<file path="src/rtl/handshake_protocol_monitor.sv">
// -----------------------------------------------------------------------------
// handshake_protocol_monitor
//
// Passive checker for N_CH independent valid/ready channels. For every
// channel it tracks the handshake state, counts completed transfers and
// raises sticky flags for three protocol violations:
//   - valid dropped while a transfer was stalled
//   - payload changed while a transfer was stalled
//   - a stall lasted TIMEOUT cycles
// The monitor only observes. It never drives a signal back into the DUT.
//
// Parameters
//   N_CH     number of monitored channels (>= 1)
//   DATA_W   payload width per channel (>= 1)
//   TIMEOUT  stall cycles before the timeout flag sets (2 .. 2**CNT_W-1)
//   CNT_W    width of the per-channel transfer and stall counters
//
// Ports
//   CLK          in   clock, rising edge
//   ASYNCRESET   in   asynchronous active-high reset
//   clear        in   synchronous clear of transfer counters and sticky flags
//   valid        in   [N_CH]          per-channel valid
//   ready        in   [N_CH]          per-channel ready
//   data         in   [N_CH*DATA_W]   payload, channel i at [i*DATA_W +: DATA_W]
//   xfer_count   out  [N_CH*CNT_W]    saturating transfer count per channel
//   err_drop     out  [N_CH]          sticky, valid fell before ready
//   err_data     out  [N_CH]          sticky, payload moved while stalled
//   err_timeout  out  [N_CH]          sticky, stall reached TIMEOUT cycles
//   err_any      out                  OR of every err_* bit
//
// Build option
//   MONITOR_ASSERT_EN  when defined, adds per-channel concurrent assertions
//                      that report each violation through $error. The flag
//                      and counter outputs are identical in both builds.
//
// Per-channel FSM
//   state   | meaning
//   --------+-------------------------------------------------------------
//   IDLE    | no transfer outstanding
//   PEND    | valid seen without ready, payload snapshot held, stall counting
// -----------------------------------------------------------------------------
`timescale 1ns/1ps

module handshake_protocol_monitor #(
    parameter int N_CH    = 3,
    parameter int DATA_W  = 5,
    parameter int TIMEOUT = 16,
    parameter int CNT_W   = 16
) (
    input  logic                     CLK,
    input  logic                     ASYNCRESET,
    input  logic                     clear,
    input  logic [N_CH-1:0]          valid,
    input  logic [N_CH-1:0]          ready,
    input  logic [N_CH*DATA_W-1:0]   data,
    output logic [N_CH*CNT_W-1:0]    xfer_count,
    output logic [N_CH-1:0]          err_drop,
    output logic [N_CH-1:0]          err_data,
    output logic [N_CH-1:0]          err_timeout,
    output logic                     err_any
);

    typedef enum logic {
        ST_IDLE = 1'b0,
        ST_PEND = 1'b1
    } ch_state_e;

    localparam logic [CNT_W-1:0] CNT_MAX     = '1;
    localparam logic [CNT_W-1:0] STALL_LIMIT = CNT_W'(TIMEOUT);
    localparam logic [CNT_W-1:0] STALL_LAST  = CNT_W'(TIMEOUT - 1);
    localparam logic [CNT_W-1:0] CNT_ONE     = CNT_W'(1);

    for (genvar i = 0; i < N_CH; i++) begin : g_ch

        logic              v;
        logic              r;
        logic [DATA_W-1:0] d;

        ch_state_e         state_q;
        ch_state_e         state_d;
        logic [CNT_W-1:0]  stall_q;
        logic [CNT_W-1:0]  stall_d;
        logic [CNT_W-1:0]  count_q;
        logic [CNT_W-1:0]  count_d;
        logic [DATA_W-1:0] snap_q;
        logic [DATA_W-1:0] snap_d;
        logic              drop_q;
        logic              data_err_q;
        logic              tmo_q;

        logic              ev_xfer;
        logic              ev_drop;
        logic              ev_data;
        logic              ev_tmo;

        // Only a clean 1 counts as asserted, so X/Z on valid or ready in
        // simulation falls into the "deasserted" branches below.
        assign v = (valid[i] === 1'b1);
        assign r = (ready[i] === 1'b1);
        assign d = data[i*DATA_W +: DATA_W];

        always_comb begin
            state_d = state_q;
            stall_d = stall_q;
            snap_d  = snap_q;
            ev_xfer = v && r;
            ev_drop = 1'b0;
            ev_data = 1'b0;
            ev_tmo  = 1'b0;

            case (state_q)
                ST_IDLE: begin
                    if (v && !r) begin
                        state_d = ST_PEND;
                        snap_d  = d;
                        stall_d = CNT_ONE;
                    end
                end
                ST_PEND: begin
                    if (!v) begin
                        ev_drop = 1'b1;
                        state_d = ST_IDLE;
                        stall_d = '0;
                    end else begin
                        // The snapshot is never refreshed while pending, so a
                        // payload that moves and comes back still counts once.
                        ev_data = (d != snap_q);
                        if (r) begin
                            state_d = ST_IDLE;
                            stall_d = '0;
                        end else if (stall_q != STALL_LIMIT) begin
                            stall_d = stall_q + CNT_ONE;
                            // Fires only on the step into TIMEOUT; once
                            // saturated the counter stops and so does this.
                            ev_tmo  = (stall_q == STALL_LAST);
                        end
                    end
                end
                default: begin
                    state_d = ST_IDLE;
                    stall_d = '0;
                end
            endcase

            // An event that lands in the clear cycle survives the clear.
            if (clear) begin
                count_d = CNT_W'(ev_xfer);
            end else if (ev_xfer && (count_q != CNT_MAX)) begin
                count_d = count_q + CNT_ONE;
            end else begin
                count_d = count_q;
            end
        end

        always_ff @(posedge CLK or posedge ASYNCRESET) begin
            if (ASYNCRESET) begin
                state_q    <= ST_IDLE;
                stall_q    <= '0;
                snap_q     <= '0;
                count_q    <= '0;
                drop_q     <= 1'b0;
                data_err_q <= 1'b0;
                tmo_q      <= 1'b0;
            end else begin
                state_q    <= state_d;
                stall_q    <= stall_d;
                snap_q     <= snap_d;
                count_q    <= count_d;
                drop_q     <= ev_drop | (drop_q     & ~clear);
                data_err_q <= ev_data | (data_err_q & ~clear);
                tmo_q      <= ev_tmo  | (tmo_q      & ~clear);
            end
        end

        assign xfer_count[i*CNT_W +: CNT_W] = count_q;
        assign err_drop[i]                  = drop_q;
        assign err_data[i]                  = data_err_q;
        assign err_timeout[i]               = tmo_q;

`ifdef MONITOR_ASSERT_EN
        a_valid_held : assert property (
            @(posedge CLK) disable iff (ASYNCRESET)
            (valid[i] && !ready[i]) |=> valid[i]
        ) else $error("handshake monitor ch %0d: valid dropped while stalled at %0t", i, $time);

        a_data_stable : assert property (
            @(posedge CLK) disable iff (ASYNCRESET)
            (valid[i] && !ready[i]) |=> $stable(data[i*DATA_W +: DATA_W])
        ) else $error("handshake monitor ch %0d: data changed while stalled at %0t", i, $time);

        // The stall counter holds TIMEOUT-1 during the TIMEOUT-th consecutive
        // stalled cycle, so this fires exactly once per stall episode.
        a_no_timeout : assert property (
            @(posedge CLK) disable iff (ASYNCRESET)
            (valid[i] && !ready[i]) |-> (stall_q != STALL_LAST)
        ) else $error("handshake monitor ch %0d: stall reached timeout at %0t", i, $time);
`else
        // Assertions not built; the flag registers above remain the only report.
`endif

    end : g_ch

    assign err_any = |{err_drop, err_data, err_timeout};

endmodule : handshake_protocol_monitor
</file>
<file path="config.mk">
export PLATFORM = sky130hd
export DESIGN_NAME = handshake_protocol_monitor
export DESIGN_NICKNAME = d
export VERILOG_FILES = /design/src/rtl/handshake_protocol_monitor.sv
export SDC_FILE = /design/constraint.sdc
export NUM_CORES = 1
export LEC_CHECK = 0
export CORE_UTILIZATION = 30
export CTS_CLUSTER_SIZE = 30
export DETAILED_ROUTE_END_ITERATION = 8
export PLACE_DENSITY = 0.58
export SYNTH_ARGS = -nofsm -noshare
export SYNTH_HDL_FRONTEND = slang
export SYNTH_SLANG_ARGS = --single-unit
</file>
<file path="constraint.sdc">
create_clock -name CLK -period 6 [get_ports CLK]
set_clock_uncertainty 0.2 [all_clocks]
set_input_delay 1.2 -clock CLK [delete_from_list [all_inputs] [get_ports CLK]]
set_output_delay 1.2 -clock CLK [all_outputs]
set_load 0.01 [all_outputs]
</file>
======== Word-level counts from Yosys, hierarchy flattened ========
Index checks and enable logic that the tools add are counted.
storage, ports and cells
  flip-flop bits (word level) ............. 123
  bits of input ports ..................... 24
  output and inout port bits .............. 58
  word-level logic and storage cells ...... 152
cells by class
  $add $sub $neg .......................... 6
  eq/ne operators ......................... 24
  mux-type cells .......................... 57
  bitwise operators ....................... 22
  reductions and logical operators ........ 22
operators with widths
  kind                                                    count
  two-way mux 16 bit                                      18
  adder 16 x 1 -> 16 bit, second input constant           6
  case mux 16 bit (2 select lines)                        3
  equality test 16 x 4 -> 1 bit, second input constant    3
  inequality test 16 bit, second input constant           3
  inequality test 16 x 5 -> 1 bit, second input constant  3
  two-way mux 1 bit                                       33
  inequality test 5 bit                                   3
  inequality test 4 x 3 -> 1 bit, second input constant   3
  AND reduction 2 bit                                     6
  AND 1 bit                                               9
  logical AND 1 bit                                       9
  bitwise OR 1 bit                                        9
  OR reduction 9 bit                                      1
  === test 1 bit, second input constant                   6
  inequality test 2 bit, second input constant            3
  case mux 1 bit (2 select lines)                         3
  nonzero test 2 bit                                      3
  NOT 1 bit                                               4
  zero test 1 bit                                         3

======== Logic depth before layout (Yosys ltp) ========
  depth after elaboration ................. 6
  mapped depth ............................ 9
  mapped depth without buffers ............ 7

======== Worst setup path after synthesis ========
OpenSTA, ideal clock, no wires.
  path kind ............................... input to register
  from .................................... input ready[2]
  to ...................................... register g_ch[2].stall_q[14]
  arrival time ............................ 2.329 ns
  data required time ...................... 5.734 ns
  path slack .............................. 3.405 ns
  cell stages on the path ................. 5
  path buffers ............................ 0
  path through ............................ nand2b_1 -> nor2_1 -> nand2_1 -> or4_1 -> nand2_1
between the ends
  word-level cells in the longest chain between the ends .. 5
  elaborated cells on any way between the ends .. 9
  those cells by class .................... eq/ne (3); mux (3); reduce/logical (3)
RTL lines
  element                                 line  source
  start, declared                         54    input logic [N_CH-1:0] ready,
  === test 1 bit (*)                      99    assign r = (ready[i] === 1'b1);
  zero test 1 bit                         113   if (v && !r) begin
  logical AND 1 bit                       113
  inequality test 2 bit (no source line)  -
  AND reduction 2 bit (no source line)    -
  end signal, assigned                    166   stall_q <= stall_d;
  end, declared                           81    logic [CNT_W-1:0] stall_q;
Every way passes the cells marked *; elsewhere a longest branch is shown, timed or not.
A chain may end at the register's enable or synchronous reset.

======== Final worst setup path ========
  from .................................... register g_ch[0].drop_q
  to ...................................... output err_any
between the ends
  word-level cells in the longest chain between the ends .. 1
RTL lines
  element                 line  source
  start, declared         87    logic drop_q;
  start signal, assigned  169   drop_q <= ev_drop | (drop_q & ~clear);
  OR reduction 9 bit      203   assign err_any = |{err_drop, err_data, err_timeout};
  end, declared           60    output logic err_any
No other way between the ends.

==> run summary <==
run status: completed
die footprint: 22500 um^2
Syn-to-layout area delta: 24.7%
drt first pass iters: 5
final hold violation count: 0
starting density of the core: 30.9%
source-to-sink clock delay at the later pin of the worst-skew pair: 0.42 ns
required time worst endpoint: 4.60 ns
Nets: 805
global-route wire length before repair: 26900 um
buffers from clock root to sink, at most: 2
CP arrival: 2.11 ns
class of the tightest hold or removal check: register to register
count of non-filler cells in the finished layout: 1060
routed length on met3: 673 um
number of nets with antenna violations after routing: 0
nature of the critical path startpoint: register
number of placed I/O pins: 82
global-route usage over all layers: 15.2%
post-detailed-routing wire length: 16000 um
pin count of the biggest net entering global routing: 62
number of DRC violations after detailed routing: 0
count of buffers added by post-CTS timing repair for setup: 0
standby leakage power: 0.00329 uW
number of enable flip-flop cells after synthesis: 0
share of final-layout standard cells stronger than drive strength 1: 8.03%
number of core rows: 53
TritonCTS clock tree: yes
total clock sinks: 123
Worst IR Drop VDD: 0.000174 V
achievable clock frequency: 285 MHz
Placer Congestion: 0.830
remaining global-route overflow: 0
antenna cell count: 0
setup violation total in the final timing report: 0
leading register cell type out of synthesis: dfrtp_1
minimum clock period after layout: 3.51 ns
transition time at the pin with the least slew margin: 0.706 ns
Met2 Wirelength: 7140 um
core region area: 21300 um^2
initial antenna violation count: 0
DR WL/cell: 15.1 um
startpoint-to-endpoint class of the critical path: register to output port
total standard cell area after synthesis: 6580 um^2
count of routing violations after the opening detailed-route iteration: 342
total number of vias: 5428
sum of net half-perimeters after detailed placement: 11100 um
Syn Inst Count: 700
number of instances resized during post-cts repair: 0
worst-path fanout max: 3
Power Dens Cells: 260 nW/um^2
cts hold-fix bufs: 0
clock buffers created by TritonCTS: 17
period utilisation layout: 58.5%
clock-pin slew reported for the worst setup and hold paths after clock tree synthesis: 0.05 ns
clock root buffer master: clkbuf_16
y dimension of the die: 150 um
die outline width: 150 um
number of warning messages in the yosys log: 0
post-DR vias/cell: 5.12
register area share after synthesis: 46.8%
Mapped Avg Cell Area: 9.40 um^2
sum of negative setup slack: 0 ns
routed metal-1 wirelength: 8020 um
count of input and output buffers: 81
RSZ-0062 raised after global routing: no
max-slew violation count: 0
syn nets: 733
max_slew headroom: 52.8%
number of levels in the clock H-tree: 4
top layer used by detailed routing: met4
async set or reset register ratio after synthesis: 100%
vias in the first global route: 5160
type of destination of the critical path: output port
max-cap violations: 0
Distinct cells, synth: 59
Placed Cells incl. Taps: 1028
#FFs+latches synth: 123
==> cell families (layout without fill, tap and decap cells) <==
family	after synthesis	after routing	share of synthesized area, %
buf+inv	56	141	3.99
simple gates	305	305	24.5
xor+xnor	58	58	7.72
flops	123	123	46.8
mux	19	19	3.20
compound gates	130	130	12.1
fa+ha+maj	9	9	1.71
==> state kept, by name, summed over array words and instances, names as in the netlist <==
| signal | count |
|---|---|
| g_ch.count_q | 48 |
| g_ch.data_err_q | 3 |
| g_ch.drop_q | 3 |
| g_ch.snap_q | 15 |
| g_ch.stall_q | 48 |
| g_ch.state_q | 3 |
| g_ch.tmo_q | 3 |
==> worst paths after layout <==
kind,from,to,slack (ns),depth (start not counted)
worst min register to register,g_ch[1].stall_q[13]$_DFFE_PP0P_,g_ch[1].stall_q[13]$_DFFE_PP0P_,0.31,1
worst max register to register,g_ch[0].stall_q[0]$_DFFE_PP0P_,g_ch[0].stall_q[14]$_DFFE_PP0P_,3.64,7
max in group asynchronous,ASYNCRESET,g_ch[0].count_q[7]$_DFFE_PP0P_,3.69,3
worst min-delay path,g_ch[1].stall_q[13]$_DFFE_PP0P_,g_ch[1].stall_q[13]$_DFFE_PP0P_,0.31,1
worst max-delay path,g_ch[0].drop_q$_DFF_PP0_,err_any,2.49,3
min in group asynchronous,ASYNCRESET,g_ch[0].snap_q[2]$_DFFE_PP0P_,0.96,2
==> stage by stage <==
step	setup WS [ns]	hold slack (ns)	cell area (um^2)	power, uW	util (%)
final	2.49	0.312	8200	2130	38.5
after CTS	2.49	0.313	8200	2160	38.5
after global placement	2.52	0.293	7580	1070	35.6
after floorplan	1.33	0.260	6580	1010	-
after global routing	2.44	0.338	8200	2220	38.5
after detailed placement	2.44	0.300	7580	1080	35.6
==> Yosys cell counts, types with 2 or more instances <==
cell | instances | area, um^2
a211o_1 | 2 | 17.5
a21o_1 | 3 | 22.5
a21oi_1 | 28 | 140
a22o_1 | 2 | 17.5
a31oi_1 | 7 | 43.8
and2_1 | 3 | 18.8
and3_1 | 13 | 81.3
and4_1 | 12 | 105
buf_2 | 8 | 40.0
buf_4 | 11 | 82.6
clkbuf_1 | 11 | 41.3
dfrtp_1 | 123 | 3080
ha_1 | 9 | 113
inv_1 | 23 | 86.3
inv_2 | 2 | 7.51
mux2_2 | 15 | 169
mux2i_1 | 3 | 30.0
nand2_1 | 53 | 199
nand2_2 | 2 | 12.5
nand2b_1 | 9 | 56.3
nand3_1 | 43 | 215
nand3_2 | 2 | 20.0
nand4_1 | 24 | 150
nand4_2 | 3 | 37.5
nor2_1 | 73 | 274
nor2b_1 | 3 | 18.8
nor3_1 | 25 | 125
nor3b_1 | 3 | 22.5
nor4_1 | 16 | 100
nor4bb_1 | 2 | 20.0
o211ai_1 | 4 | 30.0
o21ai_0 | 42 | 210
o21ai_1 | 8 | 40.0
o22ai_1 | 9 | 56.3
o311ai_0 | 3 | 26.3
o31ai_1 | 11 | 82.6
o41ai_1 | 3 | 26.3
or3_1 | 9 | 56.3
or4_1 | 2 | 15.0
xnor2_1 | 29 | 254
xor2_1 | 29 | 254
==> power by group <==
| part | internal, uW | total [uW] | switching (uW) |
|---|---|---|---|
| Clock | 708 | 1070 | 365 |
| Combinational | 77.2 | 167 | 90.2 |
| Sequential | 861 | 891 | 29.5 |
==> critical path: stages (launching register included) <==
cell             delay (ns)
dfrtp_1                0.42
nor4_1                 0.47
nand4_1                0.27
clkdlybuf4s50_1        0.55
==> per-layer routing <==
layer / up-vias / track usage, %
li1: 2681 / -
met1: 2610 / 21.7
met2: 128 / 22.7
met3: 9 / 3.38
met4: 0 / 4.70
met5: - / 0
==> cells in the final DEF (no fill, tap or decap), types with 25 or more instances in the layout <==
cell type / count
nor3_1: 25
nand3_1: 43
dfrtp_1: 123
clkdlybuf4s50_1: 80
xnor2_1: 29
nand2_1: 53
nor2_1: 73
o21ai_0: 42
xor2_1: 29
a21oi_1: 28
==> cell type report <==
class                           instances  area (um^2)
Clock buffer                           26          509
Timing Repair Buffer                   84          828
Sequential cell                       123         3080
Tap cell                              275          344
Clock inverter                          6          108
Fill cell                            2119        13100
Multi-Input combinational cell        521         3240
Inverter                               25         96.3
No activity file was read; power rests on OpenSTA's default activity.
